[config.mk]
export PLATFORM = sky130hd
export DESIGN_NAME = pc_sequencer
export DESIGN_NICKNAME = d
export VERILOG_FILES = /design/src/rtl/nibbler_pkg.sv /design/src/rtl/return_stack.sv /design/src/rtl/pc_sequencer.sv
export SDC_FILE = /design/constraint.sdc
export NUM_CORES = 1
export LEC_CHECK = 0
export CELL_PAD_IN_SITES_DETAIL_PLACEMENT = 0
export CELL_PAD_IN_SITES_GLOBAL_PLACEMENT = 1
export CORE_MARGIN = 5
export CORE_UTILIZATION = 45
export CTS_CLUSTER_DIAMETER = 80
export DETAILED_ROUTE_END_ITERATION = 10
export PLACE_DENSITY = 0.89
export SLEW_MARGIN = 20
export SYNTH_ARGS = -nofsm -noshare
export SYNTH_HDL_FRONTEND = slang
export SYNTH_HIERARCHICAL = 1
export SYNTH_SLANG_ARGS = --single-unit
export TNS_END_PERCENT = 1
[constraint.sdc]
create_clock -name clk -period 4.8 [get_ports clk]
set_input_delay 1.2 -clock clk [delete_from_list [all_inputs] [get_ports clk]]
set_output_delay 1.2 -clock clk [all_outputs]
set_load 0.01 [all_outputs]
[src/rtl/nibbler_pkg.sv]
// Shared encodings for the Nibbler core: sequencer command codes and default
// program address width. Decode and the sequencer both import this package.
package nibbler_pkg;

  localparam int NIBBLER_AW = 12;

  localparam logic [2:0] CMD_HOLD  = 3'd0;
  localparam logic [2:0] CMD_INC   = 3'd1;
  localparam logic [2:0] CMD_JMP   = 3'd2;
  localparam logic [2:0] CMD_JCOND = 3'd3;
  localparam logic [2:0] CMD_CALL  = 3'd4;
  localparam logic [2:0] CMD_RET   = 3'd5;
  // Codes 6 and 7 are reserved and behave as CMD_HOLD.

endpackage

[src/rtl/return_stack.sv]
// LIFO of return addresses: a register array plus a level counter.
// Entry[level] is written on push; entry[level-1] is the top and is removed on pop.
// Overflow/underflow policy belongs to the caller; push on full and pop on
// empty are simply ignored here so the stack can never corrupt itself.
module return_stack #(
  parameter int AW    = 12,
  parameter int DEPTH = 4,
  localparam int LW   = $clog2(DEPTH + 1)
) (
  input  logic          clk,
  input  logic          reset,
  input  logic          push,
  input  logic          pop,
  input  logic [AW-1:0] push_data,
  output logic [AW-1:0] top,
  output logic [LW-1:0] level,
  output logic          full,
  output logic          empty
);

  logic [AW-1:0] entry [DEPTH];

  assign full  = (level == LW'(DEPTH));
  assign empty = (level == '0);

  // Level counter: one push or one pop per cycle, push has priority.
  always_ff @(posedge clk or negedge reset) begin
    if (!reset) begin
      level <= '0;
    end else if (push && !full) begin
      level <= level + LW'(1);
    end else if (pop && !empty) begin
      level <= level - LW'(1);
    end
  end

  // Entry storage: contents are don't-care after reset, so no reset term.
  always_ff @(posedge clk) begin
    for (int i = 0; i < DEPTH; i++) begin
      if (push && !full && (level == LW'(i))) begin
        entry[i] <= push_data;
      end
    end
  end

  // Top-of-stack select; reads zero when empty (never consumed then).
  always_comb begin
    top = '0;
    for (int i = 0; i < DEPTH; i++) begin
      if (level == LW'(i + 1)) begin
        top = entry[i];
      end
    end
  end

endmodule

[src/rtl/pc_sequencer.sv]
// Program-address sequencer: registered pc, next-address mux, return stack
// and sticky overflow/underflow flags. pc_next is combinational so the ROM
// can prefetch; pc simply registers pc_next every cycle (pc_next == pc when
// enable is low, which gives the freeze behaviour for free).
module pc_sequencer
  import nibbler_pkg::*;
#(
  parameter int            AW         = NIBBLER_AW,
  parameter int            DEPTH      = 4,
  parameter logic [AW-1:0] RESET_ADDR = '0
) (
  input  logic                       clk,
  input  logic                       reset,
  input  logic                       enable,
  input  logic [2:0]                 cmd,
  input  logic                       cond,
  input  logic [AW-1:0]              target,
  input  logic                       clr_err,
  output logic [AW-1:0]              pc,
  output logic [AW-1:0]              pc_next,
  output logic [$clog2(DEPTH+1)-1:0] level,
  output logic                       full,
  output logic                       empty,
  output logic                       ovf,
  output logic                       unf
);

  logic [AW-1:0] pc_inc;
  logic [AW-1:0] stack_top;
  logic          push;
  logic          pop;
  logic          ovf_evt;
  logic          unf_evt;

  // Wraps modulo 2^AW; also the value pushed as the return address.
  assign pc_inc = pc + AW'(1);

  return_stack #(
    .AW    (AW),
    .DEPTH (DEPTH)
  ) u_return_stack (
    .clk       (clk),
    .reset     (reset),
    .push      (push),
    .pop       (pop),
    .push_data (pc_inc),
    .top       (stack_top),
    .level     (level),
    .full      (full),
    .empty     (empty)
  );

  // Next-address mux and stack/error decisions for the current command.
  always_comb begin
    pc_next = pc;
    push    = 1'b0;
    pop     = 1'b0;
    ovf_evt = 1'b0;
    unf_evt = 1'b0;
    if (enable) begin
      case (cmd)
        CMD_INC:   pc_next = pc_inc;
        CMD_JMP:   pc_next = target;
        CMD_JCOND: pc_next = cond ? target : pc_inc;
        CMD_CALL: begin
          if (!full) begin
            push    = 1'b1;
            pc_next = target;
          end else begin
            ovf_evt = 1'b1;
            pc_next = pc_inc;
          end
        end
        CMD_RET: begin
          if (!empty) begin
            pop     = 1'b1;
            pc_next = stack_top;
          end else begin
            unf_evt = 1'b1;
            pc_next = pc_inc;
          end
        end
        default:   pc_next = pc;
      endcase
    end
  end

  // Program address register.
  always_ff @(posedge clk or negedge reset) begin
    if (!reset) begin
      pc <= RESET_ADDR;
    end else begin
      pc <= pc_next;
    end
  end

  // Sticky error flags: a new event wins over a same-cycle clear.
  always_ff @(posedge clk or negedge reset) begin
    if (!reset) begin
      ovf <= 1'b0;
      unf <= 1'b0;
    end else begin
      ovf <= ovf_evt | (ovf & ~clr_err);
      unf <= unf_evt | (unf & ~clr_err);
    end
  end

endmodule

Yosys cells after proc, flatten, opt, wreduce, memory -nomap -nowiden
Memories as Yosys holds them, arrays and structs flattened.
Cells that the tools add are included.
Cells by class
  reduce and logical (&&, ||, !) cells: 13
  eq/ne operators: 9
  mux-type cells: 40
  add/subtract/negate cells: 3
  bitwise operators: 5
Operators by type and width (number)
  2-to-1 mux 12 bit: 11
  case mux 12 bit (5 select lines): 1
  OR reduction 12 bit: 3
  2-to-1 mux 1 bit: 23
  adder 12 x 1 -> 12 bit, second input constant: 1
  equality test 3 x 2 -> 1 bit, second input constant: 4
  equality test 3 bit, second input constant: 3
  equality test 3 x 1 -> 1 bit, second input constant: 2
  logical AND 1 bit: 6
  2-to-1 mux 2 bit: 3
  2-to-1 mux 3 bit: 2
  adder 3 x 1 -> 3 bit, second input constant: 1
  zero test 3 bit: 1
  subtractor 3 x 1 -> 3 bit, second input constant: 1
  AND 1 bit: 2
  zero test 1 bit: 2
  OR 1 bit: 2
  nonzero test 2 bit: 1
  NOT 1 bit: 1
Word-level totals
  output and inout port bits: 31
  word-level logic and storage cells: 75
  RAM bits: 48
  memories: 1
  register bits after elaboration: 17
Memory list
  u_return_stack.entry: words 4, width 12, rd ports 4, clocked after Yosys merged registers in 0, write ports 1, RTL line return_stack.sv:21  | logic [AW-1:0] entry [DEPTH];

Logic depth before layout (Yosys ltp)
  depth after elaboration: 12
  depth in mapped cells: 11
  depth with buffers taken out: 8

Cells and area by module
Netlist, hierarchy kept.
Modules (own cells, without submodules)
  return_stack: area each 2137.0 um^2, times used 1, cells an instance 148
  pc_sequencer: area each 1082.3 um^2, times used 1, cells an instance 126

Least setup slack after synthesis
OpenSTA, ideal clock, no wires.
  kind: reg-to-output
  start point: reg u_return_stack.level[0]
  end point: out pc_next[11]
  cell stages (with the launch flop): 10
  buffers on the path: 2
  arrival: 2358 ps
  setup slack: 1242 ps
  data required time: 3600 ps
  cell sequence: dfrtp_1 -> inv_1 -> ha_1 -> buf_2 -> buf_2 -> nor2b_1 -> and4bb_1 -> and2_1 -> a211o_1 -> o221a_1
Between the ends
  elaborated cells between the ends (all ways): 13
  classes of those cells: eq/ne: 4; mux: 8; reduce/logical: 1
RTL lines
  start, declared: RTL line return_stack.sv:16  | output logic [LW-1:0] level,
  start signal, assigned: RTL line return_stack.sv:31  | level <= level + LW'(1);
  start signal, assigned: RTL line return_stack.sv:33  | level <= level - LW'(1);
  zero test 3 bit: RTL line return_stack.sv:24  | assign empty = (level == '0);
  via empty: RTL line pc_sequencer.sv:23  | output logic empty,
  2-to-1 mux 12 bit: RTL line pc_sequencer.sv:75  | if (!empty) begin
  case mux 12 bit (5 select lines): RTL line pc_sequencer.sv:61  | case (cmd)
  2-to-1 mux 12 bit: RTL line pc_sequencer.sv:60  | if (enable) begin
  end, declared: RTL line pc_sequencer.sv:20  | output logic [AW-1:0] pc_next,
The timed path passes the listed nets, and every way through them passes these cells.

Worst setup path after layout
  start point: in cmd[0]
  end point: out pc_next[6]
Between the ends
  longest elaborated chain between the ends: 3
  elaborated cells between the ends (all ways): 7
  classes of those cells: eq/ne: 5; mux: 2
Ends and longest elaborated chain
  start, declared: RTL line pc_sequencer.sv:15  | input logic [2:0] cmd,
  equality test 3 bit, or another cell as far along: RTL line pc_sequencer.sv:61
  case mux 12 bit (5 select lines) (*): RTL line pc_sequencer.sv:61
  2-to-1 mux 12 bit (*): RTL line pc_sequencer.sv:60
Mark *: on every way between the ends. The rest lies on a longest branch, timed or not.

==> impl_metrics.tcl <==
set metrics [dict create \
    dr_total_vias 2437 \
    htree_levels 3 \
    cpPeakStageDelay_ns 0.62 \
    async_flop_share 0.2615 \
    setup.worst_path.end_class "output pin" \
    ys_ff_latch 65 \
    post-cts-setup-buffers 0 \
    power.share.clock 0.246 \
    grt_start_max_net_pins 24 \
    track_usage 0.1866 \
    cts.clk_slew.worst_paths_ns 0.08 \
    netSwitchingPower_w 0.0007002 \
    avgSynthCellArea_um2 11.75 \
    critPathLaunchType "primary input" \
    die_x_um 94.58 \
    grt_pass1_vias 2389 \
    fin_util 0.5865 \
    final_nets 357 \
    synth_edf_count 48 \
    fin_skew_ns 0.009788 \
    p_int_w 0.001287 \
    fin_crit_sh 0.9660 \
    fp.dieH_um 94.58 \
    crit_required_ns 3.60 \
    crit_type "in -> out" \
    cts.hold.buffers_added 0 \
    slew-limit-headroom 0.4393 \
    antenna_found_initial 0 \
    timing.final.hold_violations 0 \
    tritoncts "done" \
    cts.repair.resized 0 \
    start_util 0.4687 \
    layout-drive-gt1-share 0.1164 \
    finish.instance_area_mm2 0.004029 \
    p_leak_nw 1.443 \
    area_growth_pct 25.15 \
    combPwrFrac 0.382 \
    syn_area_mm2 0.003219 \
    p_seq_frac 0.371 \
    drtAntennaViolNets 0 \
    cpMostUsedCell "clkdlybuf4s50_1" \
    slew_viol_final 0 \
    period_minus_slack_ns 4.637 \
    rows 30 \
    synth_cells 274 \
    worst_pin_slew_ns 0.8384 \
    route.detailed.drc 0 \
    syn_nets 301 \
    ys_warn_count 6 \
    ios 51 \
    drtPass1Iterations 5 \
    coreArea_mm2 0.006869 \
    power_density_mw_per_mm2 493.2 \
    clockBufferDepth 2 \
    fmax_mhz 215.7 \
    synth_flop_cell "edfxtp_1" \
    cts_root_buf "clkbuf_8" \
    status "finished, final reports clean" \
    grt.overflow.total 0 \
    synthDistinctLibCells 52 \
    peakVddDrop_mv 0.3181 \
    slowest_stage "clkdlybuf4s50_1" \
    place_hpwl_mm 5.608 \
    hold_path.class "reg -> reg" \
    finalSetupTns_ns 0 \
    clkLatencyLatePin_ns 0.34 \
    wl_mm 7.785 \
    crit_family "buffers and inverters" \
    drtIter0Drc 222 \
    setup_viol 0 \
    die-area_mm2 0.008945 \
    vias_per_cell 5.654 \
    cts.sinks 65 \
    post-place-ws_ns 0.1591 \
    drv_cap 0 \
    place_area_mm2 0.003812 \
    cts_buffers 9 \
    worst-path-buf-inv 2 \
    total_power_w 0.001987 \
    port_buffers 50 \
    worst-path-max-fanout 12 \
    p_sw_frac 0.3524 \
    n_antenna_cell 0 \
    arrival_ns 3.44 \
    avgRoutedWirePerCell_um 18.06 \
    routabilityCongestion 0.8293 \
    layout_setup_ws_ns 0.1631 \
    path_cells "clkdlybuf4s50_1, nor2b_1, a211o_2, o21ai_1, a221oi_1, clkdlybuf4s50_1" \
    yosysSeqAreaShare 0.5799 \
    grt_pass1_wl_mm 12.52 \
    rsz0062_at_grt "false" \
]
## state kept, by name (all words and copies together), names as in the netlist
signal and flops:
ovf 1, pc 12, u_return_stack/entry 48, u_return_stack/level 3
unf 1
## layout make-up
cell class	count	area, um2
Timing Repair Buffer	61	585.6
Sequential cell	65	1867
Inverter	10	37.54
Clock inverter	6	73.82
Fill cell	552	2840
Tap cell	96	120.1
Clock buffer	10	137.6
Multi-Input combinational cell	183	1207
## path summary, 6_finish.rpt
check	startpoint	endpoint	slack, ns	cells past startpoint
setup / recovery	cmd[0]	pc_next[6]	0.16	6
hold / removal	unf$_DFF_PN0_	unf$_DFF_PN0_	0.53	2
setup reg to reg	u_return_stack/level[1]$_DFFE_PN0P_	u_return_stack/entry[2][8]$_DFFE_PP_	2.15	8
hold reg to reg	unf$_DFF_PN0_	unf$_DFF_PN0_	0.53	2
max in group asynchronous	reset	u_return_stack/level[2]$_DFFE_PN0P_	2.94	1
min in group asynchronous	reset	pc[4]$_DFF_PN0_	1.33	1
## kinds of logic (layout without fill, tap and decap cells)
kind of cell	after synthesis	in the layout	share of synthesized area
buf+inv	26	87	0.04586
fa+ha+maj	7	7	0.02720
flops	65	65	0.5799
simple gates	94	94	0.1593
compound gates	75	75	0.1683
xor+xnor	6	6	0.01632
mux	1	1	0.003109
## cells in the final DEF, fill, tap and decap left out, types with 7 or more instances in the layout
master	Yosys	routed
clkdlybuf4s50_1	0	49
edfxtp_1	48	48
nor2_1	22	22
dfrtp_1	17	17
buf_4	1	11
nand2_1	25	25
a21oi_1	22	22
o21ai_0	7	7
clkbuf_8	0	10
a222oi_1	15	15
a221oi_1	8	8
inv_1	8	8
## synth_stat cells, types with 6 or more instances
cell type | count | area share
edfxtp_1 | 48 | 0.45
a222oi_1 | 15 | 0.047
o21ai_1 | 6 | 0.0093
a221oi_1 | 8 | 0.022
dfrtp_1 | 17 | 0.13
ha_1 | 7 | 0.027
a21oi_1 | 22 | 0.034
nor2b_1 | 6 | 0.012
buf_2 | 7 | 0.011
nor2_1 | 22 | 0.026
inv_1 | 8 | 0.0093
nand2_1 | 25 | 0.029
o21ai_0 | 7 | 0.011
## layer usage
metal	up-vias	wire, um	track usage	part of all wire
met2	62	3674	0.2896	0.47
met4	0	120	0.07572	0.015
met3	11	341	0.03506	0.044
met1	1195	3649	0.2588	0.47
li1	1169	-	-	-
met5	-	0	0	0
## worst reg2reg max path, stage by stage, from the launching register on
cell	delay, ns
dfrtp_1	0.45
inv_1	0.12
ha_1	0.36
nand2_1	0.16
inv_2	0.07
nor4_1	0.23
buf_4	0.21
and2b_1	0.16
and2_1	0.52
## power by group through the flow
stage / registers (W) / clock network (W) / logic (W)
6_report: 0.000737 / 0.000490 / 0.000760
5_1_grt: 0.000746 / 0.000520 / 0.000829
3_5_place_dp: 0.000749 / 0 / 0.000759
3_3_place_gp: 0.000749 / 0 / 0.000736
4_1_cts: 0.000737 / 0.000493 / 0.000761
2_1_floorplan: 0.000763 / 0 / 0.000430
## stage by stage
| stage | instances | hold WS [ns] |
|---|---|---|
| 6_report | 431 | 0.5274 |
| 3_3_place_gp | 415 | 0.5102 |
| 4_1_cts | 431 | 0.5314 |
| 2_1_floorplan | 274 | 0.5489 |
| 3_5_place_dp | 415 | 0.5196 |
| 5_1_grt | 431 | 0.5942 |
No activity file was read; power rests on OpenSTA's default activity.
